**src/rtl/canvas_reader_if.sv**
```systemverilog
// Port bundle for canvas_reader: scan control, RAM read port and pixel output stream.
// CANVAS_READER_CHECKSUM_EN adds the 16-bit checksum signal.
interface canvas_reader_if #(
    parameter int COLOR_W = 3
);
    logic               Start;
    logic [1:0]         aluOp;
    logic               Busy;
    logic               Done;
    logic               rdEn;
    logic [14:0]        rdAddr;
    logic [COLOR_W-1:0] rdData;
    logic [7:0]         outX;
    logic [6:0]         outY;
    logic [COLOR_W-1:0] outColour;
    // Stream handshake: a beat moves on a rising edge where outValid and outReady are both 1;
    // while outValid=1 and outReady=0 the head (outX, outY, outColour) is held unchanged.
    logic               outValid;
    logic               outReady;
    logic [1:0]         dbg_state;
`ifdef CANVAS_READER_CHECKSUM_EN
    logic [15:0]        checksum;
`endif

    modport master (
        input  Start, aluOp, rdData, outReady,
        output Busy, Done, rdEn, rdAddr, outX, outY, outColour, outValid, dbg_state
`ifdef CANVAS_READER_CHECKSUM_EN
        , output checksum
`endif
    );

    modport slave (
        output Start, aluOp, rdData, outReady,
        input  Busy, Done, rdEn, rdAddr, outX, outY, outColour, outValid, dbg_state
`ifdef CANVAS_READER_CHECKSUM_EN
        , input checksum
`endif
    );
endinterface

```
**src/rtl/canvas_reader.sv**
```systemverilog
// canvas_reader: raster read-back scanner over the 160x120 frame buffer with a 2-deep output FIFO.
// Optional feature macro: CANVAS_READER_CHECKSUM_EN (16-bit sum of streamed colours).
module canvas_reader #(
    parameter int COLOR_W = 3,
    parameter int ANS_X0  = 130,
    parameter int ANS_Y0  = 10
) (
    input logic             Clock,
    input logic             Reset,
    canvas_reader_if.master bus
);
    typedef enum logic [1:0] {
        IDLE  = 2'd0,
        READ  = 2'd1,
        DRAIN = 2'd2,
        DONE  = 2'd3
    } state_t;

    state_t             state;
    logic               busy_q;
    logic               done_q;
    logic [7:0]         x0;
    logic [7:0]         x_last;
    logic [7:0]         rx;
    logic [6:0]         y0;
    logic [6:0]         y_last;
    logic [6:0]         ry;
    logic               inflight;
    logic [7:0]         pipe_x;
    logic [6:0]         pipe_y;
    logic [7:0]         fifo_x [2];
    logic [6:0]         fifo_y [2];
    logic [COLOR_W-1:0] fifo_c [2];
    logic               wr_ptr;
    logic               rd_ptr;
    logic [1:0]         occ;
`ifdef CANVAS_READER_CHECKSUM_EN
    logic [15:0]        checksum_q;
`endif

    logic [7:0]         cur_x;
    logic [6:0]         cur_y;
    logic [14:0]        addr;
    logic [2:0]         pending;
    logic               pop;
    logic               issue;
    logic               last_pix;
    logic               drain_done;

    always_comb begin
        cur_x      = x0 + rx;
        cur_y      = y0 + ry;
        addr       = 15'(cur_y) * 15'd160 + 15'(cur_x);
        pop        = (occ != 2'd0) && bus.outReady;
        // Slots committed after this edge: stored entries plus the read in flight, less the pop.
        pending    = 3'(occ) + 3'(inflight) - 3'(pop);
        issue      = (state == READ) && (pending < 3'd2);
        last_pix   = (rx == x_last) && (ry == y_last);
        drain_done = !inflight && ((occ == 2'd0) || ((occ == 2'd1) && pop));
    end

    assign bus.Busy      = busy_q;
    assign bus.Done      = done_q;
    assign bus.rdEn      = issue;
    assign bus.rdAddr    = (state == READ) ? addr : 15'd0;
    assign bus.outValid  = (occ != 2'd0);
    assign bus.outX      = fifo_x[rd_ptr];
    assign bus.outY      = fifo_y[rd_ptr];
    assign bus.outColour = fifo_c[rd_ptr];
    assign bus.dbg_state = state;
`ifdef CANVAS_READER_CHECKSUM_EN
    assign bus.checksum  = checksum_q;
`endif

    always_ff @(posedge Clock) begin
        if (Reset) begin
            state    <= IDLE;
            busy_q   <= 1'b0;
            done_q   <= 1'b0;
            x0       <= 8'd0;
            y0       <= 7'd0;
            x_last   <= 8'd0;
            y_last   <= 7'd0;
            rx       <= 8'd0;
            ry       <= 7'd0;
            inflight <= 1'b0;
            pipe_x   <= 8'd0;
            pipe_y   <= 7'd0;
            wr_ptr   <= 1'b0;
            rd_ptr   <= 1'b0;
            occ      <= 2'd0;
            for (int i = 0; i < 2; i++) begin
                fifo_x[i] <= 8'd0;
                fifo_y[i] <= 7'd0;
                fifo_c[i] <= '0;
            end
`ifdef CANVAS_READER_CHECKSUM_EN
            checksum_q <= 16'd0;
`endif
        end else begin
            inflight <= issue;
            if (issue) begin
                pipe_x <= cur_x;
                pipe_y <= cur_y;
                if (rx == x_last) begin
                    rx <= 8'd0;
                    ry <= ry + 7'd1;
                end else begin
                    rx <= rx + 8'd1;
                end
            end
            // RAM data lands one cycle after rdEn, paired with the coordinates that travelled with it.
            if (inflight) begin
                fifo_x[wr_ptr] <= pipe_x;
                fifo_y[wr_ptr] <= pipe_y;
                fifo_c[wr_ptr] <= bus.rdData;
                wr_ptr         <= ~wr_ptr;
            end
            if (pop) begin
                rd_ptr <= ~rd_ptr;
            end
            occ <= occ + 2'(inflight) - 2'(pop);
`ifdef CANVAS_READER_CHECKSUM_EN
            if (pop) begin
                checksum_q <= checksum_q + 16'(fifo_c[rd_ptr]);
            end
`endif

            case (state)
                IDLE: begin
                    if (bus.Start && (bus.aluOp != 2'b11)) begin
                        state  <= READ;
                        busy_q <= 1'b1;
                        rx     <= 8'd0;
                        ry     <= 7'd0;
                        case (bus.aluOp)
                            2'b00: begin
                                x0     <= 8'd0;
                                y0     <= 7'd0;
                                x_last <= 8'd159;
                                y_last <= 7'd119;
                            end
                            2'b01: begin
                                x0     <= 8'd0;
                                y0     <= 7'd0;
                                x_last <= 8'd114;
                                y_last <= 7'd119;
                            end
                            default: begin
                                x0     <= 8'(ANS_X0);
                                y0     <= 7'(ANS_Y0);
                                x_last <= 8'd20;
                                y_last <= 7'd20;
                            end
                        endcase
`ifdef CANVAS_READER_CHECKSUM_EN
                        checksum_q <= 16'd0;
`endif
                    end
                end
                READ: begin
                    if (issue && last_pix) begin
                        state <= DRAIN;
                    end
                end
                DRAIN: begin
                    if (drain_done) begin
                        state  <= DONE;
                        busy_q <= 1'b0;
                        done_q <= 1'b1;
                    end
                end
                DONE: begin
                    done_q <= 1'b0;
                    state  <= IDLE;
                end
                default: state <= IDLE;
            endcase
        end
    end
endmodule

```
**src/flat_wrapper.sv**
```systemverilog
// flat-port wrapper written by rule: the top's interface ports become plain ports
module canvas_reader_flat 
#(
    parameter int COLOR_W = 3,
    parameter int ANS_X0  = 130,
    parameter int ANS_Y0  = 10
)
  (Clock, Reset, bus_Start, bus_aluOp, bus_rdData, bus_outReady, bus_Busy, bus_Done, bus_rdEn, bus_rdAddr, bus_outX, bus_outY, bus_outColour, bus_outValid, bus_dbg_state);
  canvas_reader_if #(.COLOR_W(COLOR_W)) bus_i ();
  input logic Clock;
  input logic Reset;
  input wire logic [$bits(bus_i.Start)-1:0] bus_Start;
  input wire logic [$bits(bus_i.aluOp)-1:0] bus_aluOp;
  input wire logic [$bits(bus_i.rdData)-1:0] bus_rdData;
  input wire logic [$bits(bus_i.outReady)-1:0] bus_outReady;
  output wire logic [$bits(bus_i.Busy)-1:0] bus_Busy;
  output wire logic [$bits(bus_i.Done)-1:0] bus_Done;
  output wire logic [$bits(bus_i.rdEn)-1:0] bus_rdEn;
  output wire logic [$bits(bus_i.rdAddr)-1:0] bus_rdAddr;
  output wire logic [$bits(bus_i.outX)-1:0] bus_outX;
  output wire logic [$bits(bus_i.outY)-1:0] bus_outY;
  output wire logic [$bits(bus_i.outColour)-1:0] bus_outColour;
  output wire logic [$bits(bus_i.outValid)-1:0] bus_outValid;
  output wire logic [$bits(bus_i.dbg_state)-1:0] bus_dbg_state;
  assign bus_i.Start = bus_Start;
  assign bus_i.aluOp = bus_aluOp;
  assign bus_i.rdData = bus_rdData;
  assign bus_i.outReady = bus_outReady;
  assign bus_Busy = bus_i.Busy;
  assign bus_Done = bus_i.Done;
  assign bus_rdEn = bus_i.rdEn;
  assign bus_rdAddr = bus_i.rdAddr;
  assign bus_outX = bus_i.outX;
  assign bus_outY = bus_i.outY;
  assign bus_outColour = bus_i.outColour;
  assign bus_outValid = bus_i.outValid;
  assign bus_dbg_state = bus_i.dbg_state;
  canvas_reader #(.COLOR_W(COLOR_W), .ANS_X0(ANS_X0), .ANS_Y0(ANS_Y0)) u_core (.Clock(Clock), .Reset(Reset), .bus(bus_i));
endmodule
```
**config.mk**
```make
export PLATFORM = sky130hd
export DESIGN_NAME = canvas_reader_flat
export DESIGN_NICKNAME = d
export VERILOG_FILES = /design/src/rtl/canvas_reader_if.sv /design/src/rtl/canvas_reader.sv /design/src/flat_wrapper.sv
export SDC_FILE = /design/constraint.sdc
export NUM_CORES = 1
export LEC_CHECK = 0
export CORE_UTILIZATION = 50
export CTS_CLUSTER_SIZE = 14
export DETAILED_ROUTE_END_ITERATION = 10
export PLACE_DENSITY_LB_ADDON = 0.05
export REMOVE_ABC_BUFFERS = 1
export SYNTH_ARGS = -nofsm -noshare
export SYNTH_HDL_FRONTEND = slang
export SYNTH_SLANG_ARGS = --single-unit
```
**constraint.sdc**
```tcl
create_clock -name Clock -period 9.8 [get_ports Clock]
set_input_delay 2.45 -clock Clock [delete_from_list [all_inputs] [get_ports Clock]]
set_output_delay 2.45 -clock Clock [all_outputs]
set_load 0.02 [all_outputs]
```
==> flow_summary.ini, run 1 <==
[setup_path]
critical_path_peak_fanout = 25
reg2reg_depth = 14
setup.worst_path.end_class = output port
startpoint_class_of_the_critical_path = input pin
worstPathArrival_ps = 5440
setup.reg_to_reg.worst_slack_ps = 6040
critical_path_class = input pin to output port
worstPathRequired_ps = 7350

[pwr]
internal-power_uw = 721
share_seq_of_total_power_pct = 40.4
cellLeakagePower_uw = 0.00202
ir_drop_v = 0.000119
power.net_switching_uw = 409
design_power_total_uw = 1130
pwr_density_cell_nw_per_um2 = 218
power.switching_fraction_pct = 36.2
clock_power_share_pct = 22.6
p_comb_share_pct = 37.0

[logic_synthesis]
postSynthAreaPerCell_sq_um = 9.87
synth_top_area_share_pct = 24.5
sequential_fraction_of_the_synthesis_area_pct = 45.4
yosysWarnings = 0
synth_top_cell_by_area = sky130_fd_sc_hd__edfxtp_1
synth_enable_flop_cells = 36
synth_seq_cells = 82
yosysUniqueCellTypes = 55
postSynthCellCount = 447
synth_most_common_cell = sky130_fd_sc_hd__nor2_1
post_synth_instance_area_sq_um = 4410
post_synth_most_frequent_cells = sky130_fd_sc_hd__nor2_1 (48), sky130_fd_sc_hd__dfxtp_1 (46), sky130_fd_sc_hd__and2_1 (42)
dominantRegCellSynth = sky130_fd_sc_hd__dfxtp_1
synth.area.top_cells = sky130_fd_sc_hd__edfxtp_1 (25%), sky130_fd_sc_hd__dfxtp_1 (21%), sky130_fd_sc_hd__ha_1 (7.7%)
ys_async_rst_share_pct = 0

[global_route]
globalRoute.totalOverflow = 0
grt.total_usage_pct = 20.3
grt_antenna_before_repair = 0
global_route_wire_length_before_repair_mm = 14.4
largest_net_degree_at_the_start_of_global_routing = 36
grt_pass1_vias = 2990

[layout]
share_of_final_layout_standard_cells_stronger_than_drive_strength_1_pct = 11.7
antenna_cells = 0
flow.area_growth_from_synthesis_pct = 17.4
fin_nets = 530

[flow_run]
max_cap_violations = 0

[timing]
final-max-slew-violation-count = 0
fmax_ghz = 0.127
finClkSkew_ps = 10.5
post_route_fraction_of_the_period_consumed_by_the_critical_path_pct = 80.5
rsz0062_at_grt = false
timing.hold.ws_ps = 467
final.min_clock_period_ps = 7890
report.final.setup_viol = 0
tightestPinTransition_ps = 808
final.setup.tns_ps = 0
hold_viol_final = 0
worst_slew_margin_rel_pct = 46.0

[floorplanning]
full_die_area_sq_um = 9200
start_util_pct = 52.6
ios = 48
fp.coreArea_sq_um = 8380
floorplan.rows = 33
fp.dieW_um = 95.9
dieHeight_um = 95.9

[clock_network]
postCtsHoldBufs = 0
cts_buffers = 9
cts_repair_resize_count = 0
clock_tree.htree_level_count = 3
clk_path_buf_depth = 2
clock_latency_ps = 340
clkSlewWorstSetupHoldPaths_ps = 90
clockRootBuffer = sky130_fd_sc_hd__clkbuf_8
cts.sink_count = 82
cts_tree = yes
post-cts-setup-buffers = 0

[worst_hold_path]
min_delay_path_depth = 2
hp-class = register to register

[routing]
drtAntennaViolNets = 0
wl_mm = 8.74
drtIter0Drc = 129
avgRoutedWirePerCell_um = 14.5
detail_route.first_pass.iterations = 4
drt-vias-per-instance = 5.37
vias = 3225
drc_errors = 0

[placed_design]
hpwlAfterDp_mm = 6.34
gp_congestion = 0.859
numPortBuffers = 47

[run_status]
status = complete, no violations
-- power groups by stage --
stage / registers (uW) / logic [uW] / clock network (uW)
floorplan: 459 / 273 / 0
global placement: 463 / 413 / 0
detailed placement: 466 / 419 / 0
CTS: 458 / 422 / 262
global route: 466 / 462 / 277
finish: 457 / 418 / 256
-- placed cells by master, fill, tap and decap left out, drive strengths merged, types with 3 or more instances in the layout --
cell type      synthesis  final
a211oi                 3      3
a21o                   3      3
a21oi                 26     26
and2                  43     43
buf                    3      4
clkbuf                15     10
clkdlybuf4s50          0     47
clkinv                 2      3
dfxtp                 46     46
edfxtp                36     36
fa                     3      3
ha                    27     27
inv                   16     19
mux2                  18     18
mux2i                  4      4
nand2                 36     36
nand3                 16     16
nand4                  6      6
nor2                  48     48
nor2b                  3      3
nor3                  14     14
nor4                   5      5
o21ai                  8      8
o21ba                  3      3
or2                    5      5
or3                    5      5
xnor2                 20     20
xor2                  10     10
-- metrics by stage --
step                      setup WS (ps)  std cells  utilization (%)  instance area [sq um]
final                              1910        601             61.8                   5180
after floorplan                    2730        429                -                   4340
after global placement             1950        585             59.3                   4970
after CTS                          1890        601             61.8                   5180
after detailed placement           1900        585             59.3                   4970
after global routing               1730        601             61.8                   5180
-- worst paths after layout --
kind,end,startpoint
hold reg to reg,u_core.pipe_x[1]$_SDFFE_PP0P_,u_core.pipe_x[1]$_SDFFE_PP0P_
hold / removal,u_core.pipe_x[1]$_SDFFE_PP0P_,u_core.pipe_x[1]$_SDFFE_PP0P_
setup / recovery,bus_rdEn,bus_outReady
setup reg to reg,u_core.ry[4]$_SDFF_PP0_,u_core.occ[1]$_SDFF_PP0_
-- per-layer routing --
metal  share of wire, %  vias up  global-route usage, %
met5                  0        -                      0
li1                   -     1645                      -
met3                2.2       10                   3.63
met2                 48       35                   34.0
met1                 48     1535                   27.0
met4                1.1        0                   5.60
-- flip-flops by register name, summed over array words and instances, names as in the netlist, named ones only --
register,count
u_core.bus.dbg_state,2
u_core.rd_ptr,1
u_core.y0,1
u_core.bus.Done,1
u_core.rx,8
u_core.occ,2
u_core.pipe_y,7
u_core.wr_ptr,1
u_core.pipe_x,8
u_core.fifo_x,16
u_core.x_last,5
u_core.ry,7
u_core.inflight,1
u_core.bus.Busy,1
u_core.fifo_y,14
u_core.fifo_c,6
-- kinds of logic after synthesis --
kind of cell,after synthesis,synth area share [%]
mux,22,5.50
buf+inv,36,3.26
xor+xnor,30,5.96
flops,82,45.4
fa+ha+maj,30,9.02
compound gates,56,8.42
simple gates,191,22.5
-- worst max-delay path: stages --
cell and delay [ps]:
sky130_fd_sc_hd__clkdlybuf4s50_1 480, sky130_fd_sc_hd__and2_1 170, sky130_fd_sc_hd__ha_1 240, sky130_fd_sc_hd__inv_1 50
sky130_fd_sc_hd__ha_1 130, sky130_fd_sc_hd__inv_1 50, sky130_fd_sc_hd__fa_1 500, sky130_fd_sc_hd__nand2_1 70
sky130_fd_sc_hd__or2_2 520, sky130_fd_sc_hd__inv_1 160, sky130_fd_sc_hd__clkdlybuf4s50_1 610
-- area by class of cell --
class / count / area [sq um]
Clock buffer: 10 / 138
Clock inverter: 6 / 72.6
Fill cell: 715 / 3200
Inverter: 18 / 67.6
Multi-Input combinational cell: 329 / 2270
Sequential cell: 82 / 2000
Tap cell: 105 / 131
Timing Repair Buffer: 51 / 500
Note: power is estimated with default switching activity, not from simulation.
==> run 2: changes to the inputs <==
==> constraint.sdc (replaced) <==
create_clock -name Clock -period 6.4 [get_ports Clock]
set_input_delay 1.6 -clock Clock [delete_from_list [all_inputs] [get_ports Clock]]
set_output_delay 1.6 -clock Clock [all_outputs]
set_load 0.02 [all_outputs]
==> flow_summary.ini, run 2 (synthesis results as in run 1) <==
[floorplanning]
full_die_area_sq_um = 9200
ios = 48
fp.coreArea_sq_um = 8380
start_util_pct = 52.6
dieHeight_um = 95.9
floorplan.rows = 33
fp.dieW_um = 95.9

[layout]
largest_register_ffs = 16
layout_commonest_cell = sky130_fd_sc_hd__nor2_1
top_register = u_core.fifo_x
top_registers = u_core.fifo_x x16, u_core.fifo_y x14
fin_nets = 531
share_of_final_layout_standard_cells_stronger_than_drive_strength_1_pct = 11.7
most-common-layout-cells = sky130_fd_sc_hd__nor2_1 (48), sky130_fd_sc_hd__clkdlybuf4s50_1 (47), sky130_fd_sc_hd__dfxtp_1 (46), sky130_fd_sc_hd__and2_1 (42)
flow.area_growth_from_synthesis_pct = 16.8
number_of_standard_cells_in_the_layout_taps_in_and_fillers_out = 602
antenna_cells = 0
fin_area_sq_um = 5150

[timing]
final.min_clock_period_ps = 5970
final-max-slew-violation-count = 0
setup_slack_ps = 428
tightestPinTransition_ps = 829
finClkSkew_ps = 10.5
timing.hold.ws_ps = 468
worst_slew_margin_rel_pct = 44.6
final.setup.tns_ps = 0
hold_viol_final = 0
rsz0062_at_grt = false
fmax_ghz = 0.167
report.final.setup_viol = 0
post_route_fraction_of_the_period_consumed_by_the_critical_path_pct = 93.3

[global_route]
largest_net_degree_at_the_start_of_global_routing = 36
grt_antenna_before_repair = 0
grt_pass1_vias = 3069
global_route_wire_length_before_repair_mm = 14.5
globalRoute.totalOverflow = 0
grt.total_usage_pct = 20.7

[routing]
wire_length_on_met1_mm = 4.19
avgRoutedWirePerCell_um = 14.6
wl_mm = 8.78
drtAntennaViolNets = 0
drc_errors = 0
detail_route.first_pass.iterations = 4
wl_met2_mm = 4.19
vias = 3256
top_layer = met4
drt-vias-per-instance = 5.41
drtIter0Drc = 145
route.met3.wl_um = 253

[clock_network]
cts_buffers = 9
postCtsHoldBufs = 0
cts_tree = yes
clockRootBuffer = sky130_fd_sc_hd__clkbuf_8
clkSlewWorstSetupHoldPaths_ps = 80
clock_tree.htree_level_count = 3
cts_repair_resize_count = 0
post-cts-setup-buffers = 0
cts.sink_count = 82
clock_latency_ps = 350
clk_path_buf_depth = 2

[setup_path]
startpoint_class_of_the_critical_path = input pin
worstPathArrival_ps = 4370
worstPathRequired_ps = 4800
setup.worst_path.end_class = output port
critical_path_peak_fanout = 2
critical_path_class = input pin to output port

[pwr]
cellLeakagePower_uw = 0.00200
ir_drop_v = 0.000223
pwr_density_cell_nw_per_um2 = 329

[run_status]
status = complete, no violations

[placed_design]
gp_congestion = 0.833
count_of_placed_standard_cells_including_taps = 586
hpwlAfterDp_mm = 6.43
pre_cts_slack_ps = 415
numPortBuffers = 47
dpl_cell_area_sq_um = 4970

[flow_run]
max_cap_violations = 0

[worst_hold_path]
hp-class = register to register
[run 2: changes by cell type in the layout (fill, tap and decap cells not counted), sizes merged]
cell	change
buf	+1
clkinvlp	+1
bufinv	-1
[run 2: final timing paths]
check	startpoint	end	slack [ps]	depth (start not counted)
max	bus_outReady	bus_rdEn	430	11
min	u_core.pipe_x[7]$_SDFFE_PP0P_	u_core.pipe_x[7]$_SDFFE_PP0P_	470	2
max reg2reg	u_core.occ[1]$_SDFF_PP0_	u_core.ry[5]$_SDFF_PP0_	2870	14
min reg2reg	u_core.pipe_x[7]$_SDFFE_PP0P_	u_core.pipe_x[7]$_SDFFE_PP0P_	470	2
[run 2: cell type report]
type,count,area (sq um)
Inverter,18,67.6
Multi-Input combinational cell,329,2270
Timing Repair Buffer,52,508
Clock inverter,6,50.0
Sequential cell,82,2000
Fill cell,735,3230
Clock buffer,10,128
Tap cell,105,131
[run 2: metal layers]
layer / vias up / GRT usage, %
met1: 1542 / 27.4
met3: 12 / 3.16
met4: 0 / 7.21
met2: 59 / 34.6
li1: 1643 / -
met5: - / 0
[run 2: stage by stage]
step           power, uW  utilization (%)
6_report            1690             61.5
5_1_grt             1810             61.5
4_1_cts             1710             61.5
3_5_place_dp        1370             59.4
3_3_place_gp        1350             59.4
2_1_floorplan       1120                -
[run 2: where the power goes]
group	internal, uW	switching (uW)
clock network	146	198
logic	285	364
registers	628	73.4
[run 2: critical path, stage by stage]
cell and delay (ps):
sky130_fd_sc_hd__clkdlybuf4s50_1 470, sky130_fd_sc_hd__and2_1 170, sky130_fd_sc_hd__ha_1 240, sky130_fd_sc_hd__inv_1 60
sky130_fd_sc_hd__ha_1 130, sky130_fd_sc_hd__inv_1 50, sky130_fd_sc_hd__fa_1 500, sky130_fd_sc_hd__nand2_1 70
sky130_fd_sc_hd__or2_2 330, sky130_fd_sc_hd__inv_1 130, sky130_fd_sc_hd__clkdlybuf4s50_1 620
==> run 3: changes to the inputs <==
--- a/config.mk
+++ b/config.mk
@@ -8,6 +8,7 @@
 export CORE_UTILIZATION = 50
 export CTS_CLUSTER_SIZE = 14
 export DETAILED_ROUTE_END_ITERATION = 10
+export HOLD_SLACK_MARGIN = 0.1
 export PLACE_DENSITY_LB_ADDON = 0.05
 export REMOVE_ABC_BUFFERS = 1
 export SYNTH_ARGS = -nofsm -noshare
==> results of run 3 <==
No change in the layout: final DEF, timing and power equal those of run 2.
